## config.mk

```make
export PLATFORM = sky130hd
export DESIGN_NAME = dac_sample_queue
export DESIGN_NICKNAME = d
export VERILOG_FILES = /design/src/rtl/dac_sample_queue.sv
export SDC_FILE = /design/constraint.sdc
export NUM_CORES = 1
export LEC_CHECK = 0
export BUFFER_PORTS_ARGS = -buffer_cell sky130_fd_sc_hd__buf_2
export CAP_MARGIN = 10
export CORE_ASPECT_RATIO = 1.5
export CORE_UTILIZATION = 59
export DETAILED_ROUTE_END_ITERATION = 10
export GPL_TIMING_DRIVEN = 0
export PLACE_DENSITY = 0.83
export SETUP_SLACK_MARGIN = 0.05
export SLEW_MARGIN = 5
export SYNTH_ARGS = -nofsm -noshare
export SYNTH_HDL_FRONTEND = slang
export SYNTH_SLANG_ARGS = --single-unit
```

## constraint.sdc

```tcl
create_clock -name clk -period 3.3 [get_ports clk]
set_input_delay 0.66 -clock clk [delete_from_list [all_inputs] [get_ports clk]]
set_output_delay 0.66 -clock clk [all_outputs]
set_load 0.05 [all_outputs]
```

## src/rtl/dac_sample_queue.sv

```systemverilog
// Sample queue feeding the dacx311 driver. Words of {pd, data} are buffered
// in a small FIFO and one word is presented per SPI frame; the queue moves
// on to the next word when the SPI controller's ready signal rises.
module dac_sample_queue #(
   parameter int DEPTH = 8,
   parameter int LW    = 4
) (
   input  logic          clk,
   input  logic          reset,
   input  logic          in_valid,
   output logic          in_ready,
   input  logic [1:0]    in_pd,
   input  logic [11:0]   in_data,
   input  logic          ready,
   output logic [11:0]   data,
   output logic [1:0]    pd,
   output logic [LW-1:0] level,
   output logic          underrun,
   input  logic          clear_underrun
);

   localparam int AW = $clog2(DEPTH);
   localparam logic [LW-1:0] FULL_LEVEL = LW'(DEPTH);

   logic [13:0]   mem [DEPTH];
   logic [AW-1:0] wr_ptr;
   logic [AW-1:0] rd_ptr;
   logic          ready_q;
   logic          advance;
   logic          empty;
   logic          push;
   logic          pop;

   // in_ready depends only on the stored level, so the producer never sees
   // a combinational path from ready or in_valid. A full queue refuses pushes
   // even on a cycle that also pops.
   assign empty    = (level == '0);
   assign in_ready = (level != FULL_LEVEL);
   assign advance  = ready & ~ready_q;
   assign push     = in_valid & in_ready;
   assign pop      = advance & ~empty;

   // Storage array; contents need no reset because pointers and level
   // define which entries are valid.
   always_ff @(posedge clk) begin
      if (push) begin
         mem[wr_ptr] <= {in_pd, in_data};
      end
   end

   // Pointers, level, ready edge detector and the registered output word.
   // ready_q resets high so a ready already asserted at reset release is not
   // mistaken for a new frame.
   always_ff @(posedge clk or posedge reset) begin
      if (reset) begin
         wr_ptr  <= '0;
         rd_ptr  <= '0;
         level   <= '0;
         ready_q <= 1'b1;
         data    <= 12'h000;
         pd      <= 2'b00;
      end else begin
         ready_q <= ready;
         if (push) begin
            wr_ptr <= wr_ptr + 1'b1;
         end
         if (pop) begin
            rd_ptr     <= rd_ptr + 1'b1;
            {pd, data} <= mem[rd_ptr];
         end
         case ({push, pop})
            2'b10:   level <= level + 1'b1;
            2'b01:   level <= level - 1'b1;
            default: level <= level;
         endcase
      end
   end

   // Sticky underrun: a frame advanced with nothing queued. A new underrun
   // takes priority over a simultaneous clear request.
   always_ff @(posedge clk or posedge reset) begin
      if (reset) begin
         underrun <= 1'b0;
      end else if (advance && empty) begin
         underrun <= 1'b1;
      end else if (clear_underrun) begin
         underrun <= 1'b0;
      end
   end

endmodule

```

==> metrics.md <==
| Metric | Value |
|---|---|
| Largest net degree at the start of global routing | `27` |
| R2r worst-path depth | `10` |
| Chip height | `120 microns` |
| Worst Max-Slew Pin Slew | `approximately 1.0 ns` |
| Lkg Pwr | `2.48 nW` |
| Drt wl/cell | `about 23 microns` |
| Sequential share of the synthesized area | `73.3%` |
| Routed wire length | `around 12000 microns` |
| Router iterations before antenna repair | `5` |
| Cell family with most CP delay | `simple AND/OR/NAND/NOR gates` |
| Worst path required time | `between 3 and 4 ns` |
| Placed Cells incl. Taps | `486` |
| Fin cells | `~520` |
| DRC errors left | `0` |
| Most frequent CP cell | `xor2_1` |
| Bufs and invs on worst path | `1` |
| Cts repair resizes | `0` |
| Worst hold path depth | `1` |
| Clock Path Buffers | `2` |
| #FFs+latches synth | `138` |
| Detailed Place HPWL | `approximately 7200 microns` |
| Initial antenna violation count | `0` |
| CP arrival | `between 2 and 3 ns` |
| Setup crit end kind | `flip-flop` |
| Die area | `~9700 sq um` |
| RSZ-0062 raised after global routing | `false` |
| GRT Total Usage | `between 20% and 30%` |
| Endpoints failing hold | `0` |
| Horiz. Die Dim | `between 80 and 90 microns` |
| WHS Endpoint | `ready_q` |
| Pre-CTS WS | `between 0.5 and 0.6 ns` |
| Routability cong. | `0.764` |
| Synth Cell Area | `~5500 sq um` |
| Max_slew headroom | `between 30% and 40%` |
| CP Launch Type | `flip-flop` |
| Top FF cell, synth | `edfxtp_1` |
| Finish-stage setup viols | `0` |
| Crit-path cells | `nor4_4 > nor2_4 > buf_2 > ha_1 > xor2_1 > ha_1 > a21oi_1 > xor2_1 > nor2_1 > xor2_1` |
| YS warnings | `0` |
| Cts hold-fix bufs | `0` |
| Root Driver | `clkbuf_16` |
| Synth cell types | `34` |
| Largest cells by area after synthesis | `edfxtp_1 61%, dfrtp_1 11%, mux2i_1 10%` |
| Outcome | `finished clean` |
| GRT overflow | `0` |
| Worst VDD drop | `0.652 mV` |
| Post-synth top cells | `112 x edfxtp_1, 56 x mux2i_1, 28 x a22oi_1` |
| Tmin final | `roughly 2.7 ns` |
| Critical path class | `flip-flop to flip-flop` |
| Reg2Reg Launch Point | `level[2]` |
| Worst-Skew Late Latency | `between 0.4 and 0.5 ns` |
| Num CTS Buffers | `17` |
| Post-synth EDFFs | `112` |
| Via count | `3247` |
| Setup bufs post-CTS | `0` |
| Async S/R FF share, synth | `18.8%` |
| Global-route wire length before repair | `around 18000 microns` |
| Synth top area share | `between 60 and 70%` |
| Diode count | `0` |
| Reg2Reg Setup Slack | `around 0.6 ns` |
| Vias in the first global route | `3355` |
| Fill count | `around 550` |
| Post-Route Skew | `0.00523 ns` |
| Post-Syn Instances | `around 330` |
| Power Density | `between 900 and 1000 nW/um^2` |
| Site Rows | `42` |
| Nets | `about 420` |
| Crit Path Max Fanout | `11` |
| Max Slew Vio Count | `0` |
| Share of post-route cells with drive strength above 1 | `a little under a quarter` |
| Max-Cap Viols | `0` |
| Starting Density | `61.3%` |
| Fin crit share | `81.8%` |
| Synth area leader | `edfxtp_1` |
| Num ports | `39` |
| Hold Path Class | `input port to flip-flop` |
| Final Power | `6.29 mW` |
| Slowest CP cell | `nor4_4` |
| PortBufs | `38` |
| FF-to-FF End | `level[2]` |
| Clock sinks | `~140` |
| Mapped Avg Cell Area | `about 16 sq um` |
| H-tree Lvls | `4` |
| Post-Syn Nets | `between 300 and 400` |
| Antenna viol nets, final | `0` |
| Layout Area Growth over Synthesis | `17.2%` |
| Largest stage delay, worst path | `~0.52 ns` |
| DR vias/cell | `about 6.3` |
| Iteration-0 DRC Markers | `between 200 and 300` |
| Cell with the most instances after synthesis | `edfxtp_1` |
| Core area | `8930 sq um` |
| CTS tree | `done` |
| Fmax achieved | `371 MHz` |
| PnR worst setup slack | `around 0.60 ns` |
| Worst hold start | `ready` |
| Clk pin slew, worst setup/hold paths | `roughly 0.060 ns` |
[worst register-to-register path, delay by kind of cell, from the launching register on]
family / cells / cell delay [ns]
flops: 1 / 0.48
fa+ha+maj: 2 / 0.48
buf+inv: 1 / 0.27
xor+xnor: 3 / 0.47
compound gates: 1 / 0.14
simple gates: 3 / 0.74
[kinds of logic after synthesis]
logic type | share of synthesized area (%)
flops | 73.3
simple gates | 6.03
mux | 10.9
compound gates | 5.58
buf+inv | 1.71
xor+xnor | 1.28
fa+ha+maj | 1.14
[registers in the layout, summed over array words and instances, names as in the netlist]
signal	flops
wr_ptr	3
level	4
pd	2
ready_q	1
rd_ptr	3
underrun	1
mem	112
data	12
[worst max path at each step]
| stage | from | to | cells after the start |
|---|---|---|---|
| after CTS | level[2] | level[2] | 10 |
| after floorplan | level[0] | mem[0][0] | 4 |
| after global placement | in_valid | mem[0][0] | 4 |
| after detailed placement | ready | level[2] | 11 |
| after global routing | level[2] | level[2] | 10 |
| final | level[2] | level[2] | 10 |
[placed cells by master (no fill, tap or decap), types with 2 or more instances in the layout]
master / n
clkbuf_1: 9
ha_1: 5
nor3_2: 2
inv_1: 2
mux2i_1: 56
a21oi_1: 2
nand3_1: 16
clkinv_2: 6
buf_4: 6
nand2_1: 18
xnor2_1: 3
buf_8: 2
xor2_1: 5
bufinv_16: 2
nor2_1: 2
clkbuf_16: 17
nor2b_1: 3
edfxtp_1: 112
a22oi_1: 28
o21ai_0: 16
nand2b_1: 3
nand3b_1: 2
nor2_2: 6
buf_2: 44
dfrtp_1: 25
[layout make-up]
class / instances / area [sq um] / share of cell area (%)
Inverter: 2 / 7.51 / 0.117
Multi-Input combinational cell: 179 / 1390 / 21.7
Timing Repair Buffer: 42 / 235 / 3.66
Buffer: 15 / 86.3 / 1.35
Clock buffer: 22 / 444 / 6.92
Clock inverter: 10 / 101 / 1.58
Tap cell: 110 / 138 / 2.14
Sequential cell: 138 / 4020 / 62.6
[power by group]
part,internal [mW],switching (mW)
clock network,1.10,0.665
logic,0.675,1.40
registers,2.26,0.193
total,4.03,2.26
[through the flow]
stage | instance area [sq um] | utilization, % | hold slack, ns | setup TNS, ns
after floorplan | 5480 | - | 0.492 | 0
after detailed placement | 5870 | 65.7 | 0.494 | 0
after CTS | 6420 | 71.8 | 0.355 | 0
final | 6420 | 71.8 | 0.369 | 0
after global placement | 5800 | 65.0 | 0.486 | -1.25
after global routing | 6420 | 71.8 | 0.347 | 0
[routing by layer]
layer	part of all wire (%)	wire length, microns	vias to the layer above	global-route usage, %
li1	-	-	1411	-
met1	37	4430	1654	32.3
met2	54	6480	146	45.3
met3	5.6	666	36	7.60
met4	3.3	400	0	14.4
met5	0	0	-	0
Power figures use the tool's default switching activity.
